File: src/rtl/x2050mpxcu.sv
`default_nettype none
// +----------------------------------------------------------------------+
// | x2050mpxcu - byte-mode control unit answering on the 2050 mpx bus    |
// | Rev 1.0                                                              |
// +----------------------------------------------------------------------+
module x2050mpxcu #(
    parameter logic [7:0] DEV_ADDR = 8'h0A,
    parameter int         DEPTH    = 16
) (
    input  logic       i_clk,
    input  logic       i_reset_n,
    input  logic [8:0] i_mpx_bus_out,
    input  logic       i_mpx_operational_out,
    input  logic       i_mpx_select_out,
    input  logic       i_mpx_hold_out,
    input  logic       i_mpx_address_out,
    input  logic       i_mpx_command_out,
    input  logic       i_mpx_service_out,
    input  logic       i_mpx_suppress_out,
    output logic [8:0] o_mpx_bus_in,
    output logic       o_mpx_operational_in,
    output logic       o_mpx_select_in,
    output logic       o_mpx_address_in,
    output logic       o_mpx_status_in,
    output logic       o_mpx_service_in,
    output logic       o_mpx_request_in,
    output logic [7:0] o_sense,
    output logic [3:0] o_state
);

    localparam int              c_aw    = (DEPTH > 1) ? $clog2(DEPTH) : 1;
    localparam int              c_iw    = c_aw + 1;
    localparam logic [c_iw-1:0] c_depth = c_iw'(DEPTH);

    localparam logic [7:0] c_cmd_write = 8'h01;
    localparam logic [7:0] c_cmd_read  = 8'h02;
    localparam logic [7:0] c_cmd_noop  = 8'h03;
    localparam logic [7:0] c_cmd_sense = 8'h04;
    localparam logic [7:0] c_sts_uc    = 8'h02;
    localparam logic [7:0] c_sts_cede  = 8'h0C;
    localparam logic [7:0] c_sts_cedeu = 8'h0E;
    localparam logic [7:0] c_sns_rej   = 8'h80;
    localparam logic [7:0] c_sns_bochk = 8'h20;

    typedef enum logic [3:0] {
        S_IDLE    = 4'd0,
        S_PASS    = 4'd1,
        S_ADR     = 4'd2,
        S_CMDDROP = 4'd3,
        S_ISTS    = 4'd4,
        S_ISDROP  = 4'd5,
        S_DATA    = 4'd6,
        S_DDROP   = 4'd7,
        S_ESTS    = 4'd8,
        S_EDROP   = 4'd9
    } state_t;

    state_t          state_q;
    logic [8:0]      bus_in_q;
    logic            op_in_q, sel_in_q, adr_in_q, sts_in_q, svc_in_q;
    logic [7:0]      sense_q;
    logic [7:0]      cmd_q;
    logic            cmd_par_ok_q;
    logic [7:0]      status_q;
    logic            uc_q, stop_q, stack_q;
    logic [c_iw-1:0] count_q;
    logic [c_iw-1:0] idx_q;
    logic [7:0]      mem_q [DEPTH];

    logic [7:0]      xfer_byte;
    logic [c_iw-1:0] xfer_limit;
    logic [7:0]      end_status;
    logic            addr_hit;
    logic            mem_we;
    logic            unused_hold;

    function automatic logic [8:0] f_odd_par(input logic [7:0] b);
        return {~^b, b};
    endfunction

    assign addr_hit    = (i_mpx_bus_out[7:0] == DEV_ADDR) && (^i_mpx_bus_out);
    assign end_status  = uc_q ? c_sts_cedeu : c_sts_cede;
    assign unused_hold = i_mpx_hold_out;
    assign mem_we      = i_mpx_operational_out && (state_q == S_DATA) &&
                         i_mpx_service_out && (cmd_q == c_cmd_write);

    always_comb begin
        xfer_byte  = 8'h00;
        xfer_limit = c_depth;
        if (cmd_q == c_cmd_read) begin
            xfer_byte  = mem_q[idx_q[c_aw-1:0]];
            xfer_limit = count_q;
        end else if (cmd_q == c_cmd_sense) begin
            xfer_byte  = sense_q;
            xfer_limit = c_iw'(1);
        end
    end

    // Buffer has no reset: contents survive both reset and interface drops.
    always_ff @(posedge i_clk) begin
        if (mem_we) begin
            mem_q[idx_q[c_aw-1:0]] <= i_mpx_bus_out[7:0];
        end
    end

    always_ff @(posedge i_clk or negedge i_reset_n) begin
        if (!i_reset_n) begin
            state_q      <= S_IDLE;
            bus_in_q     <= '0;
            op_in_q      <= 1'b0;
            sel_in_q     <= 1'b0;
            adr_in_q     <= 1'b0;
            sts_in_q     <= 1'b0;
            svc_in_q     <= 1'b0;
            sense_q      <= '0;
            cmd_q        <= '0;
            cmd_par_ok_q <= 1'b0;
            status_q     <= '0;
            uc_q         <= 1'b0;
            stop_q       <= 1'b0;
            stack_q      <= 1'b0;
            count_q      <= '0;
            idx_q        <= '0;
        end else if (!i_mpx_operational_out) begin
            state_q  <= S_IDLE;
            bus_in_q <= '0;
            op_in_q  <= 1'b0;
            sel_in_q <= 1'b0;
            adr_in_q <= 1'b0;
            sts_in_q <= 1'b0;
            svc_in_q <= 1'b0;
        end else begin
            case (state_q)
                S_IDLE: begin
                    if (i_mpx_address_out && i_mpx_select_out) begin
                        if (addr_hit) begin
                            op_in_q  <= 1'b1;
                            adr_in_q <= 1'b1;
                            bus_in_q <= f_odd_par(DEV_ADDR);
                            state_q  <= S_ADR;
                        end else begin
                            sel_in_q <= 1'b1;
                            state_q  <= S_PASS;
                        end
                    end
                end
                S_PASS: begin
                    if (!i_mpx_select_out) begin
                        sel_in_q <= 1'b0;
                        state_q  <= S_IDLE;
                    end
                end
                S_ADR: begin
                    if (!i_mpx_address_out && i_mpx_command_out) begin
                        cmd_q        <= i_mpx_bus_out[7:0];
                        cmd_par_ok_q <= ^i_mpx_bus_out;
                        adr_in_q     <= 1'b0;
                        bus_in_q     <= '0;
                        state_q      <= S_CMDDROP;
                    end
                end
                S_CMDDROP: begin
                    if (!i_mpx_command_out) begin
                        uc_q     <= 1'b0;
                        stop_q   <= 1'b0;
                        stack_q  <= 1'b0;
                        idx_q    <= '0;
                        sts_in_q <= 1'b1;
                        state_q  <= S_ISTS;
                        if (!cmd_par_ok_q) begin
                            sense_q  <= c_sns_bochk;
                            status_q <= c_sts_uc;
                            bus_in_q <= f_odd_par(c_sts_uc);
                        end else if (cmd_q inside {c_cmd_write, c_cmd_read, c_cmd_noop, c_cmd_sense}) begin
                            status_q <= 8'h00;
                            bus_in_q <= f_odd_par(8'h00);
                            if (cmd_q != c_cmd_sense) begin
                                sense_q <= '0;
                            end
                        end else begin
                            sense_q  <= c_sns_rej;
                            status_q <= c_sts_uc;
                            bus_in_q <= f_odd_par(c_sts_uc);
                        end
                    end
                end
                S_ISTS: begin
                    // Command-out here is a stack: the operation ends with no data.
                    if (i_mpx_service_out || i_mpx_command_out) begin
                        sts_in_q <= 1'b0;
                        bus_in_q <= '0;
                        stack_q  <= ~i_mpx_service_out;
                        state_q  <= S_ISDROP;
                    end
                end
                S_ISDROP: begin
                    if (!i_mpx_service_out && !i_mpx_command_out) begin
                        if ((status_q != 8'h00) || (cmd_q == c_cmd_noop)) begin
                            op_in_q <= 1'b0;
                            state_q <= S_IDLE;
                        end else if (stack_q || ((cmd_q == c_cmd_read) && (count_q == '0))) begin
                            state_q <= S_ESTS;
                            if (!i_mpx_suppress_out) begin
                                sts_in_q <= 1'b1;
                                bus_in_q <= f_odd_par(end_status);
                            end
                        end else begin
                            svc_in_q <= 1'b1;
                            bus_in_q <= f_odd_par(xfer_byte);
                            state_q  <= S_DATA;
                        end
                    end
                end
                S_DATA: begin
                    if (i_mpx_service_out) begin
                        if ((cmd_q == c_cmd_write) && !(^i_mpx_bus_out)) begin
                            sense_q <= c_sns_bochk;
                            uc_q    <= 1'b1;
                        end
                        idx_q    <= idx_q + c_iw'(1);
                        svc_in_q <= 1'b0;
                        bus_in_q <= '0;
                        state_q  <= S_DDROP;
                    end else if (i_mpx_command_out) begin
                        stop_q   <= 1'b1;
                        svc_in_q <= 1'b0;
                        bus_in_q <= '0;
                        state_q  <= S_DDROP;
                    end
                end
                S_DDROP: begin
                    if (!i_mpx_service_out && !i_mpx_command_out) begin
                        if (stop_q || (idx_q == xfer_limit)) begin
                            if (cmd_q == c_cmd_write) begin
                                count_q <= idx_q;
                            end
                            state_q <= S_ESTS;
                            if (!i_mpx_suppress_out) begin
                                sts_in_q <= 1'b1;
                                bus_in_q <= f_odd_par(end_status);
                            end
                        end else begin
                            svc_in_q <= 1'b1;
                            bus_in_q <= f_odd_par(xfer_byte);
                            state_q  <= S_DATA;
                        end
                    end
                end
                S_ESTS: begin
                    if (!sts_in_q) begin
                        if (!i_mpx_suppress_out) begin
                            sts_in_q <= 1'b1;
                            bus_in_q <= f_odd_par(end_status);
                        end
                    end else if (i_mpx_service_out) begin
                        sts_in_q <= 1'b0;
                        bus_in_q <= '0;
                        state_q  <= S_EDROP;
                    end
                end
                S_EDROP: begin
                    if (!i_mpx_service_out) begin
                        op_in_q <= 1'b0;
                        state_q <= S_IDLE;
                    end
                end
                default: state_q <= S_IDLE;
            endcase
        end
    end

    assign o_mpx_bus_in         = bus_in_q;
    assign o_mpx_operational_in = op_in_q;
    assign o_mpx_select_in      = sel_in_q;
    assign o_mpx_address_in     = adr_in_q;
    assign o_mpx_status_in      = sts_in_q;
    assign o_mpx_service_in     = svc_in_q;
    assign o_mpx_request_in     = 1'b0;
    assign o_sense              = sense_q;
    assign o_state              = state_q;

endmodule
`default_nettype wire

File: config.mk
export PLATFORM = sky130hd
export DESIGN_NAME = x2050mpxcu
export DESIGN_NICKNAME = d
export VERILOG_FILES = /design/src/rtl/x2050mpxcu.sv
export SDC_FILE = /design/constraint.sdc
export NUM_CORES = 1
export LEC_CHECK = 0
export CAP_MARGIN = 20
export CORE_ASPECT_RATIO = 1.25
export CORE_MARGIN = 2
export CORE_UTILIZATION = 64
export CTS_CLUSTER_SIZE = 8
export DETAILED_ROUTE_END_ITERATION = 6
export PLACE_DENSITY = 0.85
export SYNTH_ARGS = -nofsm -noshare
export SYNTH_HDL_FRONTEND = slang
export SYNTH_SLANG_ARGS = --single-unit
export TNS_END_PERCENT = 10
File: constraint.sdc
create_clock -name i_clk -period 4.15 [get_ports i_clk]
set_clock_uncertainty 0.1 [all_clocks]
set_input_delay 0.83 -clock i_clk [delete_from_list [all_inputs] [get_ports i_clk]]
set_output_delay 0.83 -clock i_clk [all_outputs]
set_load 0.02 [all_outputs]
==> metrics.txt <==
Yosys cell types 65; Worst EP arrival 3760 ps; status complete, but fails checks; gr usage total 32.91%; max_slew headroom 35.29%; synthesis warning total 0; DR pass1 iterations 7; Post-synth ARST share 25.15%; cts bufs inserted 17; die footprint 13530 sq um; Reg power frac 50.8%; Initial Utilization 66.06%; Sink Count between 150 and 200; largest net degree at the start of global routing 44; DR vias 5663; crit start category register; setup bufs post-CTS 0; Worst Path Required 4370 ps; layout cells sized above 1 17.18%; WL per Instance 24.70 microns; Port Buffer Count 36; fin area roughly 9300 sq um; area delta synth->final 15.39%; Crit Path Max Fanout 23; Slew @ Worst Pin 970.6 ps; sequential element share of the synthesized area 60.95%; Logic pwr share 9.2%; Total Nets Final 694; top post-synthesis cells by area edfxtp_1, dfrtp_1, mux4_2, mux2i_1, nor2_1; Avg Inst Size Synth between 10 and 15 sq um; placer congestion estimate 0.9362; gr ovfl total 0; area leader, netlist edfxtp_1; ANT nets after route 0; Placed Instance Area 8766 sq um; max-slew violation count 0; clock tree buffer depth 2; Synth Flop Type edfxtp_1; CP max stage delay 770 ps; hpwl dp roughly 14 mm; H-tree depth 4; switching share of power 23.95%; Int Pwr 2.831 mW; I/O Pins 45; Syn Inst Count 601; Worst Hold Class reg2reg; reg2reg start idx_q[0]; setup TNS 0 ps; DR iter-0 viols 692; DRC errors left 3; first-pass GRT wire length around 33 mm; post_cts resized 0; Root Driver clkbuf_16; endpoint type of the worst setup path register; Die H 129.6 microns; # setup viols final 0; Crit-path slowest cell dfrtp_2; CP Class reg2reg; ANT cells 0; cell area power density 399.7 nW/um^2; fillers 742; row cnt 45; final period utilization between 80% and 90%; Net Sw Power 0.8916 mW; RSZ-0062 raised after global routing no; peak supply drop 366.5 uV; Static Leak 3.352 nW; Seq cells post-synth 171; Tmin final 3543 ps; violated checks design-rule violations; Hold Vio Cnt, Final 0; worst hold path startpoint o_mpx_bus_in[4]; initial antenna violation count 0; number of flops mapped to enable cells by yosys 128; Clk pwr share 40.0%; routed wire length 20.87 mm; core area 12220 sq um; vias in the first global route 5779; CTS tree done; Synth Cell Area 8071 sq um; worst skew pair latency 430 ps; Achievable Freq 282.3 MHz; Final Total Pwr 3.722 mW; Avg Vias per Cell about 6.7; Maximum Capacitance Violations 0; Hold-fix buffers, CTS 0; Die W around 100 microns; CP cell instances buf_4 -> mux4_2 -> nor2_1 -> a221oi_1 -> xnor2_1 -> o21a_1 -> o211ai_1 -> xnor3_1 -> a21o_1; post-synth top area share between 40 and 50%; Clock transition at path regs 70 ps; Crit. Startpoint idx_q[0]
==> final cells by class <==
cell class	instances	area (sq um)	share of cell area (%)
clock buffer	19	432.9	4.648
sequential	171	4921	52.83
timing repair buffer	75	648.1	6.959
inverter	17	63.81	0.6851
multi-input combinational	386	2928	31.43
tap	164	205.2	2.203
clock inverter	13	115.1	1.236
==> critical path: cells and delay by family, from the launching register on <==
family          cells  cell delay, ps
flops               1             770
compound gates      4             750
xor+xnor            2             620
mux                 1             570
buf+inv             1             490
simple gates        1             120
==> path summary, 6_finish.rpt <==
check / to / slack (ps) / depth (start not counted)
worst min register to register: o_mpx_bus_in[4] / 390 / 2
worst max register to register: o_mpx_bus_in[8] / 610 / 9
worst max-delay path: o_mpx_bus_in[8] / 610 / 9
min in group asynchronous: o_state[2] / 450 / 1
max in group asynchronous: idx_q[0] / 2840 / 1
worst min-delay path: o_mpx_bus_in[4] / 390 / 2
==> cell families (layout without fill, tap and decap cells) <==
kind of cell	Yosys count	after routing	synth area share, %
xor gates and xnor gates	17	17	2.186
other	1	7	0.04646
DFF	171	171	60.95
muxes	63	63	11.61
and+or+nand+nor	168	168	10.54
adders and majority gates	8	8	1.240
AOI/OAI and AO/OA	123	123	10.37
buffers and inverters	50	124	3.054
==> per-stage QoR <==
step / utilization (%) / worst slack (ps) / hold slack [ps] / instances
3_3_place_gp: 71.75 / 282.8 / 385.9 / 813
6_report: 76.23 / 607.4 / 394.4 / 845
5_1_grt: 76.23 / 373.1 / 417.3 / 845
4_1_cts: 76.23 / 593.2 / 393.7 / 845
2_1_floorplan: - / 996.0 / 379.1 / 607
3_5_place_dp: 71.75 / 275.4 / 378.6 / 813
==> layout by cell type (no fill, tap or decap), types with 17 or more instances in the layout <==
cell type / instances
edfxtp_1: 128
dfrtp_1: 42
mux4_2: 23
buf_4: 39
a21oi_1: 18
o21ai_0: 26
nand2_1: 43
nor2_1: 52
clkbuf_16: 17
clkdlybuf4s50_1: 35
mux2i_1: 25
==> power by group through the flow <==
stage | registers, mW | clock network (mW) | logic (mW)
global placement | 1.92 | 0 | 0.323
detailed placement | 1.93 | 0 | 0.331
floorplan | 1.92 | 0 | 0.189
finish | 1.89 | 1.49 | 0.341
CTS | 1.89 | 1.50 | 0.338
global route | 1.89 | 1.57 | 0.364
==> flip-flops by register name, summed over array words and instances, names as in the netlist, 2 cells and up <==
name and cells:
cmd_q 8, count_q 5, idx_q 5, mem_q 128, o_mpx_bus_in 9, o_sense 2
o_state 4
==> metal layers <==
metal  part of all wire (%)  global-route usage [%]  vias to the layer above
li1                       -                       -                     2432
met1                     35                   38.90                     2761
met2                     50                   55.98                      372
met3                    8.7                   6.187                       98
met4                    6.6                   21.22                        0
met5                      0                       0                        -
==> cell usage after synthesis, types with 9 or more instances <==
| cell type | n |
|---|---|
| a21oi_1 | 18 |
| a31oi_1 | 13 |
| buf_4 | 9 |
| clkbuf_1 | 16 |
| dfrtp_1 | 43 |
| edfxtp_1 | 128 |
| inv_1 | 15 |
| mux2_2 | 15 |
| mux2i_1 | 25 |
| mux4_2 | 23 |
| nand2_1 | 43 |
| nand2b_1 | 10 |
| nand3_1 | 12 |
| nor2_1 | 52 |
| nor3_1 | 11 |
| o21ai_0 | 26 |
| xnor2_1 | 9 |
Note: power is estimated with default switching activity, not from simulation.
